$ cat config.mk
export PLATFORM = sky130hd
export DESIGN_NAME = vx_mem_req_sched
export DESIGN_NICKNAME = d
export VERILOG_FILES = /design/src/rtl/vx_mem_sched_pkg.sv /design/src/rtl/vx_mem_sched_credit.sv /design/src/rtl/vx_mem_req_sched.sv
export SDC_FILE = /design/constraint.sdc
export NUM_CORES = 1
export LEC_CHECK = 0
export ABC_AREA = 1
export ABC_CLOCK_PERIOD_IN_PS = 8600
export CAP_MARGIN = 25
export CELL_PAD_IN_SITES_DETAIL_PLACEMENT = 0
export CELL_PAD_IN_SITES_GLOBAL_PLACEMENT = 1
export CORE_AREA = 8 8 262 264
export CTS_CLUSTER_SIZE = 12
export DETAILED_ROUTE_END_ITERATION = 8
export DIE_AREA = 0 0 270 272
export GPL_TIMING_DRIVEN = 0
export PLACE_DENSITY = 0.62
export SLEW_MARGIN = 20
export SYNTH_ARGS = -nofsm -noshare
export SYNTH_HDL_FRONTEND = slang
export SYNTH_SLANG_ARGS = --single-unit
$ cat constraint.sdc
create_clock -name clk -period 8.6 [get_ports clk]
set_input_delay 2.58 -clock clk [delete_from_list [all_inputs] [get_ports clk]]
set_output_delay 2.58 -clock clk [all_outputs]
set_load 0.01 [all_outputs]
$ cat src/rtl/vx_mem_sched_pkg.sv
// vx_mem_sched_pkg: shared types and width helpers for the memory request scheduler.
package vx_mem_sched_pkg;
  typedef enum logic [1:0] {RUN, DRAIN, DONE} sched_state_e;
  function automatic int sel_bits(input int n);
    return (n > 1) ? $clog2(n) : 1;
  endfunction
  function automatic int cnt_w(input int m);
    return $clog2(m + 1);
  endfunction
endpackage

$ cat src/rtl/vx_mem_sched_credit.sv
// vx_mem_sched_credit: per-requester outstanding-read counter, saturating at 0 and MAX_PENDING.
module vx_mem_sched_credit #(
  parameter int MAX_PENDING = 8,
  parameter int CNT_W = 4
) (
  input  logic             clk,
  input  logic             reset_n,
  input  logic             inc,
  input  logic             dec,
  output logic [CNT_W-1:0] cnt,
  output logic             full,
  output logic             empty
);
  assign full = cnt >= CNT_W'(MAX_PENDING);
  assign empty = cnt == '0;
  always_ff @(posedge clk or negedge reset_n)
    if (!reset_n) cnt <= '0;
    else if (inc && !dec && !full) cnt <= cnt + CNT_W'(1);
    else if (dec && !inc && !empty) cnt <= cnt - CNT_W'(1);
endmodule

$ cat src/rtl/vx_mem_req_sched.sv
// vx_mem_req_sched: credit-throttled round-robin arbiter sharing one memory port,
// tagging requests with the requester index and routing responses back by that index.
module vx_mem_req_sched import vx_mem_sched_pkg::*; #(
  parameter int NUM_REQS = 4,
  parameter int ADDR_WIDTH = 32,
  parameter int DATA_WIDTH = 64,
  parameter int TAG_WIDTH = 8,
  parameter int MAX_PENDING = 8,
  localparam int SEL_BITS = sel_bits(NUM_REQS),
  localparam int CNT_W = cnt_w(MAX_PENDING)
) (
  input  logic                           clk,
  input  logic                           reset_n,
  input  logic [NUM_REQS-1:0]            req_valid_in,
  input  logic [NUM_REQS-1:0]            req_rw_in,
  input  logic [NUM_REQS*ADDR_WIDTH-1:0] req_addr_in,
  input  logic [NUM_REQS*DATA_WIDTH-1:0] req_data_in,
  input  logic [NUM_REQS*TAG_WIDTH-1:0]  req_tag_in,
  output logic [NUM_REQS-1:0]            req_ready_in,
  output logic                           mem_req_valid,
  output logic                           mem_req_rw,
  output logic [ADDR_WIDTH-1:0]          mem_req_addr,
  output logic [DATA_WIDTH-1:0]          mem_req_data,
  output logic [TAG_WIDTH+SEL_BITS-1:0]  mem_req_tag,
  input  logic                           mem_req_ready,
  input  logic                           mem_rsp_valid,
  input  logic [DATA_WIDTH-1:0]          mem_rsp_data,
  input  logic [TAG_WIDTH+SEL_BITS-1:0]  mem_rsp_tag,
  output logic                           mem_rsp_ready,
  output logic [NUM_REQS-1:0]            rsp_valid_out,
  output logic [DATA_WIDTH-1:0]          rsp_data_out,
  output logic [TAG_WIDTH-1:0]           rsp_tag_out,
  input  logic [NUM_REQS-1:0]            rsp_ready_out,
  input  logic                           flush_req,
  output logic                           flush_done,
  output logic                           err_out
);
  sched_state_e state;
  logic [SEL_BITS-1:0] ptr, grant, sel;
  logic found, gnt, can_load, rsp_hs, drained;
  logic [NUM_REQS-1:0] elig, full, empty, inc, dec;
  logic [CNT_W-1:0] cnt [NUM_REQS];
  assign sel = mem_rsp_tag[SEL_BITS-1:0];
  assign can_load = !mem_req_valid || mem_req_ready;
  assign elig = (state == RUN) ? req_valid_in & (req_rw_in | ~full) : '0;
  always_comb begin
    int j;
    found = 1'b0;
    grant = '0;
    for (int k = 0; k < NUM_REQS; k++) begin
      j = int'(ptr) + k;
      j = (j >= NUM_REQS) ? j - NUM_REQS : j;
      if (!found && elig[j]) begin
        found = 1'b1;
        grant = SEL_BITS'(j);
      end
    end
  end
  assign gnt = found && can_load && reset_n;
  assign req_ready_in = gnt ? NUM_REQS'(1) << grant : '0;
  // Response path is purely combinational; forced quiet while reset is held.
  assign mem_rsp_ready = reset_n && rsp_ready_out[sel];
  assign rsp_hs = mem_rsp_valid && mem_rsp_ready;
  assign rsp_valid_out = (reset_n && mem_rsp_valid) ? NUM_REQS'(1) << sel : '0;
  assign rsp_data_out = reset_n ? mem_rsp_data : '0;
  assign rsp_tag_out = reset_n ? mem_rsp_tag[TAG_WIDTH+SEL_BITS-1:SEL_BITS] : '0;
  assign drained = !mem_req_valid && (&empty);
  for (genvar i = 0; i < NUM_REQS; i++) begin : g_cr
    assign inc[i] = gnt && (grant == SEL_BITS'(i)) && !req_rw_in[i];
    assign dec[i] = rsp_hs && (sel == SEL_BITS'(i));
    vx_mem_sched_credit #(.MAX_PENDING(MAX_PENDING), .CNT_W(CNT_W)) u_cr (
      .clk(clk), .reset_n(reset_n), .inc(inc[i]), .dec(dec[i]),
      .cnt(cnt[i]), .full(full[i]), .empty(empty[i])
    );
  end
  always_ff @(posedge clk or negedge reset_n)
    if (!reset_n) begin
      mem_req_valid <= 1'b0;
      mem_req_rw <= 1'b0;
      mem_req_addr <= '0;
      mem_req_data <= '0;
      mem_req_tag <= '0;
      ptr <= '0;
      state <= RUN;
      flush_done <= 1'b0;
      err_out <= 1'b0;
    end else begin
      if (can_load) mem_req_valid <= gnt;
      if (gnt) begin
        mem_req_rw <= req_rw_in[grant];
        mem_req_addr <= req_addr_in[grant*ADDR_WIDTH +: ADDR_WIDTH];
        mem_req_data <= req_data_in[grant*DATA_WIDTH +: DATA_WIDTH];
        mem_req_tag <= {req_tag_in[grant*TAG_WIDTH +: TAG_WIDTH], grant};
        ptr <= (int'(grant) == NUM_REQS - 1) ? '0 : grant + SEL_BITS'(1);
      end
      err_out <= err_out || (rsp_hs && cnt[sel] == '0);
      flush_done <= (state == DRAIN) && drained;
      state <= (state == RUN && flush_req) ? DRAIN :
               (state == DRAIN && drained) ? DONE :
               (state == DONE) ? RUN : state;
    end
endmodule

# Word-level counts from Yosys, hierarchy flattened
# Index checks and enable logic that the tools add are counted.
# op_classes
eq_ne	9
n_addsub	16
bitwise_logic	4
n_reduce_logical	80
n_lt_le_gt_ge	15
n_shift	5
n_mux	48
# op_table
op	n
indexed part select 256 x 9 -> 64 bit	1
less-than comparator 32 x 4 -> 1 bit, second input constant	4
two-way mux 32 bit	4
indexed part select 128 x 8 -> 32 bit	1
two-way mux 64 bit	1
two-way mux 4 bit	13
logical AND 1 bit	40
indexed part select 32 x 6 -> 8 bit	1
zero test 1 bit	24
zero test 4 bit	5
adder 4 x 1 -> 4 bit, second input constant	4
>= comparator 4 bit, second input constant	4
two-way mux 2 bit	8
subtractor 4 x 1 -> 4 bit, second input constant	4
two-way mux 1 bit	14
binary-select mux 1 bit (select 2 bit)	6
>= comparator 3 bit, second input constant	4
subtractor 3 x 3 -> 4 bit, second input constant	3
equality test 2 bit, second input constant	5
binary-select mux 4 bit (select 2 bit)	1
equality test 2 x 1 -> 1 bit, second input constant	4
two-way mux 8 bit	1
nonzero test 2 bit	4
left shift 1 x 2 -> 4 bit, first input constant	2
other kinds (14)	19
# word_totals
regBits	130
inputBits	507
out_inout_bits	191

# Depth between registers and ports, before layout
# Gate-level depths: netlist (run 1).
# depth
word_depth	27
ltp_mapped	22
mapped_depth_nobuf	19

# Cells and area by module
# From an unflattened synthesis (run 1), not the netlist that was laid out.
# unflattened
hier_cells	1636
hier_area_um2	10177.3
# modules_own_cells
mod	instances	seq_area_each_um2	cells_per_inst	area_each_um2
vx_mem_req_sched	1	2852.7	1468	8936.1
vx_mem_sched_credit	4	100.1	42	310.3

# Least setup slack after synthesis (run 1)
# No wires, ideal clock.
# synth_path
kind	input to output
start	input port req_rw_in[1]
end	output port req_ready_in[3]
slack_ns	1.940
stages	13
arrival_ns	4.080
path_buffers	3
t_required_ns	6.020
cell_sequence	inv_1 -> nand2_1 -> nand4_1 -> nand2_1 -> nor2_2 -> nand4_2 -> nand2_4 -> buf_6 -> buf_8 -> buf_6 -> ha_1 -> inv_1 -> nor2_4
# synth_via
elab_chain_cells	19
elab_cells_between_ends	33
classes_between	1 x shift; 22 x mux; 2 x bitwise; 8 x reduce/logical
# synth_rtl
element	line_no	source
start, declared	vx_mem_req_sched.sv:15	input logic [NUM_REQS-1:0] req_rw_in,
OR 4 bit *	vx_mem_req_sched.sv:45	assign elig = (state == RUN) ? req_valid_in & (req_rw_in | ~full) : '0;
AND 4 bit *	vx_mem_req_sched.sv:45	
two-way mux 4 bit *	vx_mem_req_sched.sv:45	
binary-select mux 1 bit (select 2 bit)	vx_mem_req_sched.sv:53	if (!found && elig[j]) begin
two-way mux 1 bit (not written as such) (2 in series)	vx_mem_req_sched.sv:53	
two-way mux 1 bit	vx_mem_req_sched.sv:53	
zero test 1 bit	vx_mem_req_sched.sv:53	
logical AND 1 bit	vx_mem_req_sched.sv:53	
two-way mux 1 bit	vx_mem_req_sched.sv:53	
zero test 1 bit	vx_mem_req_sched.sv:53	
logical AND 1 bit	vx_mem_req_sched.sv:53	
two-way mux 1 bit	vx_mem_req_sched.sv:53	
zero test 1 bit	vx_mem_req_sched.sv:53	
logical AND 1 bit	vx_mem_req_sched.sv:53	
two-way mux 1 bit	vx_mem_req_sched.sv:53	
logical AND 1 bit (2 in series)	vx_mem_req_sched.sv:59	assign gnt = found && can_load && reset_n;
two-way mux 4 bit *	vx_mem_req_sched.sv:60	assign req_ready_in = gnt ? NUM_REQS'(1) << grant : '0;
end, declared	vx_mem_req_sched.sv:19	output logic [NUM_REQS-1:0] req_ready_in,
# Every way passes the cells marked *; elsewhere a longest branch is shown, timed or not. The select of a mux whose other input is x is not followed.

# Worst setup path in the final report (run 1)
# layout_path
start	input port req_rw_in[0]
end	output port req_ready_in[3]
# Same word-level chain as after synthesis.

==> out/summary.txt, run 1 <==
Status = completed
H-tree depth = 4
Sequential area share after synthesis = 0.3281
Largest net degree at the start of global routing = 70
Hold_sp = mem_req_addr[8]
WL/cell = 21.12 um
Reg clk slew, reported paths = 0.06 ns
Syn Area/Cell = 7.073 um2
Die width = 270 um
Max-cap violations = 0
Power Density = 361.4 nW/um2
Starting Density = 0.1530
Area share of the largest cell type after synthesis = 0.3281
Max Transition Viols Final = 0
Cell Area, Synth = 9916 um2
Fin util = 0.2879
Dpl hpwl = 53390 um
Die area = 73440 um2
Worst-margin pin slew = 0.7518 ns
Worst IR Drop VDD = 124.3 uV
Setup TNS = 0 ns
Synth warn = 0
CTS tree = built
WS Path Type = in -> out
R2r startpoint = state[1]
Post-CTS Setup Bufs = 0
Vias = 12440
Row count = 94
Max Fclk = 0.1194 GHz
Count of cell types in the netlist = 38
RR Endpoint = g_cr[3].u_cr.cnt[3]
RSZ-0062 raised after global routing = no
Port Buffers = 697
Layout area overhead = 88.14%
Fillers = 7024
Post-detailed-route DRC marker count = 0
Core Region = 64800 um2
Final instance area = 18660 um2
Vias in the first global route = 13290
Tcrit/Tclk final = 0.9736
Placed inst area = 18010 um2
TritonRoute pass-1 iters = 4
Skew-Pair Late Insertion Delay = 0.49 ns
Max-slew headroom = 0.4941
Sequential cell area = 3253 um2
Placer Congestion = 0.9269
Syn Nets = 1922
Clk_skew = 0.02619 ns
Commonest non-fill, non-tap cell in the layout = clkdlybuf4s50_1
Synth top area cells = dfrtp_1 (33%), nand2_1 (16%), o211ai_2 (5.9%)
Hold Path End = mem_req_addr[8]
P_leak = 0.008266 uW
Multi-input combinational cell area = 5527 um2
Post-Route WL = 63400 um
1st-iter DRT viols = 478
Synth Instances = 1402
Hold Vio Cnt, Final = 0
Hold Buf Count CTS = 0
Final-stage net count = 2639
Initial antenna violation count = 7
DR vias/cell = 4.144
Die Height = 272 um
Crit path capture type = primary output
GR Overflow Total = 0
Layout cell share with drive strength beyond 1 = 0.09240
# clock sinks = 130
CTS Root Cell = clkbuf_16
Gr usage total = 0.1650
Worst path required time = 6.02 ns
DRT antenna net count = 0
Final setup vio count = 0
Power Total = 6742 uW
HP Class = reg -> reg
First-pass GRT wire length = 89870 um
Min cycle time layout = 8.373 ns
Hold path depth = 2
Clock Path Buffers = 2
Critical path arrival = 5.79 ns
Crit-path max FO = 10
Reg2reg setup slack = 4.87 ns
I/O Pins = 698
FF+latch count, synth = 130
Critical path startpoint category = input port
FF-to-FF path depth = 20
CTS buffer count = 17
Commonest non-fill, non-tap cells in the layout = clkdlybuf4s50_1 (696), nand2_1 (421), inv_1 (143)
Cell taking the most area after synthesis = dfrtp_1
critical path, stage by stage:
cell,delay [ns]
clkdlybuf4s50_1,0.52
inv_1,0.11
nand2_1,0.14
nand3_1,0.12
nand2_1,0.10
nand2_1,0.07
o21ai_1,0.15
nand4_2,0.19
nand2_8,0.21
buf_8,0.21
buf_8,0.18
buf_6,0.19
ha_1,0.16
inv_1,0.06
nor2_4,0.15
clkdlybuf4s50_1,0.59
state kept, by name (all words and copies together) (netlist names):
signal         cells
flush_done         1
mem_req_tag       10
mem_req_valid      1
g_cr.u_cr.cnt     16
mem_req_addr      32
err_out            1
mem_req_rw         1
state              2
ptr                2
mem_req_data      64
worst max-delay path by stage:
stage                      start         endpoint  cells past startpoint
CTS                 req_rw_in[0]  req_ready_in[3]                     16
floorplan           req_rw_in[1]  req_ready_in[3]                     13
finish              req_rw_in[0]  req_ready_in[3]                     16
global placement         reset_n  req_ready_in[1]                      6
global route        req_rw_in[0]  req_ready_in[3]                     16
detailed placement  req_rw_in[0]  req_ready_in[1]                     13
kinds of logic (layout without fill, tap and decap cells):
group           after synthesis  after routing  share of synthesized area
simple gates                672            672                     0.2996
compound gates              333            333                     0.2262
buf+inv                     244            974                     0.1160
flops                       130            130                     0.3281
fa+ha+maj                    13             13                    0.01943
xor+xnor                     10             10                    0.01073
other cells                   0              5                          0
Yosys cell counts:
cell type  count
buf_4          3
nand3_1       34
nand2_2        7
nor3_1         4
inv_2          3
clkbuf_1      34
nor2_2         1
or2_1         75
buf_2         37
nor4_1         4
xnor2_1        5
nor2_4         3
xnor2_4        1
fa_1           4
nand2_4        1
nand4_1       14
inv_1        143
xor2_1         4
o211ai_1      13
o21ai_1       99
buf_8          1
nand4_2        3
o221ai_1      45
o21ai_0      112
a21oi_1        9
dfrtp_1      130
a21o_1         4
nand2_1      421
buf_1          1
a22o_1         1
or2_2         29
o211ai_2      47
nor2_1        73
buf_6         22
nand3_2        3
ha_1           9
a31o_2         1
o21a_1         2
metrics by stage:
stage / instances / hold WS, ns / setup WS, ns
after floorplan: 1402 / 0.5117 / 1.940
after global placement: 2963 / 0.4618 / -5.301
after detailed placement: 2964 / 0.4651 / -0.06152
after CTS: 2996 / 0.4836 / 0.05966
after global routing: 2998 / 0.4990 / 0.00009548
final: 3001 / 0.4826 / 0.2271
layout make-up:
cell class                 instances  share of cell area
sequential                       130              0.1744
timing repair buffer             698              0.3757
clock inverter                    14            0.009658
multi-input combinational       1028              0.2962
tap                              864             0.05795
clock buffer                      18             0.02354
buffer                            98             0.03246
inverter                         146             0.02938
antenna                            5           0.0006707
power breakdown:
group          internal [uW]  leakage, uW  switching (uW)
logic                   1950      0.00638            2880
registers                924      0.00159             194
clock network            467     0.000298             332
per-layer routing:
layer / track usage / routed length, um / share of wire / vias up
met2: 0.2895 / 31730 / 0.50 / 518
met5: 0 / 27 / 0.00043 / -
met4: 0.05637 / 1511 / 0.024 / 4
met3: 0.06402 / 5091 / 0.080 / 61
met1: 0.1810 / 25040 / 0.39 / 5824
li1: - / - / - / 6028
what timing repair did:
action | CTS | global route
pin swaps | 0 | 1
setup endpoints to repair | 1 | 2
gates resized for setup | 1 | 2
No activity file was read; power rests on OpenSTA's default activity.
==> run 2: changes to the inputs <==
- CORE_AREA: 8 8 262 264 -> 8 8 264 266
- CTS_BUF_LIST: unset -> sky130_fd_sc_hd__clkbuf_2
- DIE_AREA: 0 0 270 272 -> 0 0 272 274
- PLACE_DENSITY: 0.62 -> 0.61
==> run 2 against run 1 <==
Critical path depth is 2 lower. Highest routed layer unchanged. Final cell count grew 0.17%. Count of clock-buffer cells in the layout stayed put. Sequential share of layout area rose by 0.35 points. Clock power is 48% lower. Largest power group unchanged. Combinational power up 1%.
==> out/summary.txt, run 2 (synthesized netlist as in run 1, its figures left out) <==
Reg with most FFs = mem_req_data
RSZ-0062 raised after global routing = no
Critical path startpoint category = input port
Sequential power share = 0.173
Max Transition Viols Final = 0
Hold Vio Cnt, Final = 0
R2r startpoint = state[1]
DR vias/cell = 4.175
Starting Density = 0.1519
CTS tree = built
Status = completed
Vias in the first global route = 13410
Die Height = 274 um
Core Region = 65280 um2
Clock power frac = 0.065
P_leak = 0.008129 uW
Crit path capture type = primary output
CTS buffer count = 17
Tcrit/Tclk final = 0.9538
Max-slew headroom = 0.4889
Max-cap violations = 0
Reg clk slew, reported paths = 0.20 ns
Switching share of power = 0.5332
CTS Root Cell = clkbuf_2
TritonRoute pass-1 iters = 7
Vias = 12550
Largest net degree at the start of global routing = 84
Post-detailed-route DRC marker count = 0
Skew-Pair Late Insertion Delay = 0.98 ns
Final setup vio count = 0
Crit-path max FO = 8
Setup crit start = req_rw_in[0]
Dpl hpwl = 53450 um
Commonest non-fill, non-tap cell in the layout = clkdlybuf4s50_1
Placer Congestion = 0.8590
Worst-margin pin slew = 0.7667 ns
Layout area overhead = 84.42%
Final instance area = 18290 um2
Placed inst area = 18020 um2
Row count = 94
Initial antenna violation count = 13
Worst IR Drop VDD = 157.4 uV
Final-stage net count = 2640
Clock Path Buffers = 2
Biggest regs = mem_req_data (64), mem_req_addr (32), g_cr.u_cr.cnt (16)
Critical path arrival = 5.62 ns
Worst path required time = 6.02 ns
Hold_sp = mem_req_addr[1]
WL/cell = 21.39 um
# clock sinks = 130
HP Class = reg -> reg
Net Switching = 3429 uW
Die width = 272 um
Clk_skew = 0.04385 ns
Min cycle time layout = 8.203 ns
Port Buffers = 697
Combinational share of power = 0.762
H-tree depth = 4
First-pass GRT wire length = 90940 um
Gr usage total = 0.1647
Power Density = 351.7 nW/um2
Max FFs per register = 64
Max Fclk = 0.1219 GHz
WS Path Type = in -> out
1st-iter DRT viols = 576
Commonest non-fill, non-tap cells in the layout = clkdlybuf4s50_1 (695), nand2_1 (421), inv_1 (143)
Internal = 3002 uW
DRT antenna net count = 0
Post-Route WL = 64300 um
Die area = 74530 um2
Layout cell share with drive strength beyond 1 = 0.09142
WHS = 0.5036 ns
GR Overflow Total = 0
I/O Pins = 698
-- run 2: power groups by stage --
stage                     combinational (uW)  clock [uW]  sequential, uW
after floorplan                         2630           0            1210
after global placement                  4950           0            1120
after detailed placement                4970           0            1120
after CTS                               4990         452            1120
after global routing                    5380         464            1150
final                                   4900         416            1110
-- run 2: critical path: stages --
cell	delay, ns
clkdlybuf4s50_1	0.53
inv_1	0.09
nand2_1	0.12
nand3_1	0.11
nand2_1	0.09
nand2_1	0.07
o21ai_1	0.18
nand4_2	0.19
nand2_8	0.20
inv_2	0.07
clkbuf_1	0.22
buf_6	0.22
nor3_2	0.27
clkdlybuf4s50_1	0.64
-- run 2: what timing repair did --
action	4_1_cts	5_1_grt
buffers inserted	0	0
setup endpoints to repair	0	2
resized for setup	0	3
hold buffers	0	0
-- run 2: path summary, 6_finish.rpt --
check	slack (ns)	depth (start not counted)	end
max in group asynchronous	6.18	2	g_cr[3].u_cr.cnt[0]
hold / removal	0.50	2	mem_req_addr[1]
hold reg to reg	0.50	2	mem_req_addr[1]
setup reg to reg	4.77	20	g_cr[3].u_cr.cnt[3]
setup / recovery	0.40	14	req_ready_in[1]
min in group asynchronous	1.48	1	mem_req_data[45]
-- run 2: through the flow --
| step | cells | utilization | worst slack, ns | TNS (ns) | power, uW |
|---|---|---|---|---|---|
| 4_1_cts | 2997 | 0.2795 | 0.09531 | 0 | 6560 |
| 2_1_floorplan | 1402 | - | 1.940 | 0 | 3837 |
| 3_5_place_dp | 2965 | 0.2760 | 0.1097 | 0 | 6094 |
| 6_report | 3006 | 0.2801 | 0.3972 | 0 | 6432 |
| 5_1_grt | 3004 | 0.2801 | 0.1612 | 0 | 7000 |
| 3_3_place_gp | 2963 | 0.2754 | -4.964 | -690.44 | 6065 |
-- run 2: final cells by class --
type,count,area (um2)
clock buffer,18,90.09
tap,864,1081
fill,7112,46990
antenna,9,22.52
buffer,98,601.8
multi-input combinational,1028,5527
sequential,130,3253
timing repair buffer,699,7023
clock inverter,14,140.1
inverter,146,548.0
-- run 2: layer usage --
layer | GRT usage | wire length [um] | vias up
met5 | 0 | 27 | -
met3 | 0.05645 | 5519 | 51
met2 | 0.2964 | 32790 | 567
met1 | 0.1832 | 24800 | 5903
met4 | 0.04554 | 1153 | 4
li1 | - | - | 6024
==> run 3: changes to the inputs <==
--- a/constraint.sdc
+++ b/constraint.sdc
@@ -3,2 +3,2 @@
 set_output_delay 2.58 -clock clk [all_outputs]
-set_load 0.01 [all_outputs]
+set_load 0.005 [all_outputs]
==> run 3 against run 2 <==
Sequential cell count unchanged. Register-to-register slack gained 0.04 ns. Via count shrank 0.45%. Hold slack about the same. Cell area barely moved. Power is 1.6% lower. Critical path depth did not move. Combinational power fell by 2%. Sequential power hardly changed. Sequential share of layout area about the same. Core utilization about the same.
==> out/summary.txt, run 3 (synthesized netlist as in run 1, its figures left out) <==
Status = completed
Tcrit/Tclk final = 0.9735
CTS Root Cell = clkbuf_2
DR vias/cell = 4.156
Cell total after placement = 2965
Post-CTS Setup Bufs = 0
Worst-margin pin slew = 0.7726 ns
I/O Pins = 698
Clk_skew = 0.04239 ns
Die area = 74530 um2
Reg clk slew, reported paths = 0.20 ns
HP Class = reg -> reg
Commonest non-fill, non-tap cells in the layout = clkdlybuf4s50_1 (695), nand2_1 (421), inv_1 (143)
Finished Layout Cells = 3006
1st-iter DRT viols = 578
PnR worst setup slack = 0.2282 ns
Reg with most FFs = mem_req_data
Post-detailed-route DRC marker count = 0
Port Buffers = 697
First-pass GRT wire length = 90940 um
Vias in the first global route = 13410
WS Path Type = in -> out
Power Density = 346.0 nW/um2
Initial antenna violation count = 13
Post-CTS sizing = 0
Final setup vio count = 0
Dpl hpwl = 53450 um
Starting Density = 0.1519
Critical path startpoint category = input port
Max Transition Viols Final = 0
WL/cell = 21.38 um
Max Fclk = 0.1194 GHz
Placed inst area = 18020 um2
Die width = 272 um
# clock sinks = 130
Min cycle time layout = 8.372 ns
Final instance area = 18290 um2
Layout area overhead = 84.40%
Layout cell share with drive strength beyond 1 = 0.09095
CTS tree = built
Commonest non-fill, non-tap cell in the layout = clkdlybuf4s50_1
Die Height = 274 um
GR Overflow Total = 0
Max FFs per register = 64
Vias = 12490
Gr usage total = 0.1647
Max-cap violations = 0
P_leak = 0.008129 uW
RSZ-0062 raised after global routing = no
Biggest regs = mem_req_data (64), mem_req_addr (32), g_cr.u_cr.cnt (16)
Setup WS pre-CTS = 0.1437 ns
DRT antenna net count = 0
CTS buffer count = 17
Hold Vio Cnt, Final = 0
H-tree depth = 4
Max-slew headroom = 0.4849
Clock Path Buffers = 2
Hold Buf Count CTS = 0
Crit path capture type = primary output
Core Region = 65280 um2
TritonRoute pass-1 iters = 7
Skew-Pair Late Insertion Delay = 0.98 ns
Row count = 94
Critical path arrival = 5.79 ns
Post-Route WL = 64260 um
Largest net degree at the start of global routing = 84
Crit-path max FO = 8
Final-stage net count = 2640
Placer Congestion = 0.8590
Worst IR Drop VDD = 156.9 uV
Worst path required time = 6.02 ns
## run 3: cell counts in the layout (fill, tap and decap cells not counted)
Identical to the previous run, type by type.
## run 3: stage by stage
stage	utilization	setup TNS [ns]	power, uW	hold slack (ns)
2_1_floorplan	-	0	3734	0.4663
3_3_place_gp	0.2754	-687.68	5961	0.4619
3_5_place_dp	0.2760	0	5990	0.4637
4_1_cts	0.2795	0	6457	0.5093
5_1_grt	0.2800	0	6900	0.5317
6_report	0.2801	0	6326	0.5036
## run 3: power by group
group          internal, uW  switching (uW)  total (uW)
logic                  1950            2840        4800
clock network           134             282         416
registers               918             196        1110
## run 3: critical path, stage by stage
cell	delay [ns]
clkdlybuf4s50_1	0.54
inv_1	0.10
nand2_1	0.12
nand3_1	0.11
nand2_1	0.09
nand2_1	0.07
o21ai_1	0.18
nand4_2	0.19
nand2_8	0.21
inv_2	0.07
clkbuf_1	0.22
buf_6	0.22
nor3_1	0.43
clkdlybuf4s50_1	0.64
## run 3: metal layers
metal	global-route usage	wire (um)	vias up
li1	-	-	6023
met1	0.1832	24880	5861
met4	0.04554	1135	4
met2	0.2964	32780	555
met5	0	27	-
met3	0.05645	5434	49
## run 3: worst paths after layout
| kind | slack (ns) | end | cells past startpoint | from |
|---|---|---|---|---|
| hold / removal | 0.50 | mem_req_addr[1] | 2 | mem_req_addr[1] |
| setup / recovery | 0.23 | req_ready_in[1] | 14 | req_rw_in[0] |
| min in group asynchronous | 1.47 | mem_req_data[45] | 1 | reset_n |
| setup reg to reg | 4.81 | g_cr[3].u_cr.cnt[3] | 20 | state[1] |
| max in group asynchronous | 6.19 | g_cr[3].u_cr.cnt[0] | 2 | reset_n |
| hold reg to reg | 0.50 | mem_req_addr[1] | 2 | mem_req_addr[1] |
## run 3: area by class of cell
cell class / instances / area [um2]
Antenna cell: 9 / 22.52
Inverter: 146 / 548.0
Multi-Input combinational cell: 1028 / 5522
Timing Repair Buffer: 699 / 7023
Fill cell: 7112 / 46990
Tap cell: 864 / 1081
Clock buffer: 18 / 90.09
Sequential cell: 130 / 3253
Clock inverter: 14 / 140.1
Buffer: 98 / 605.6
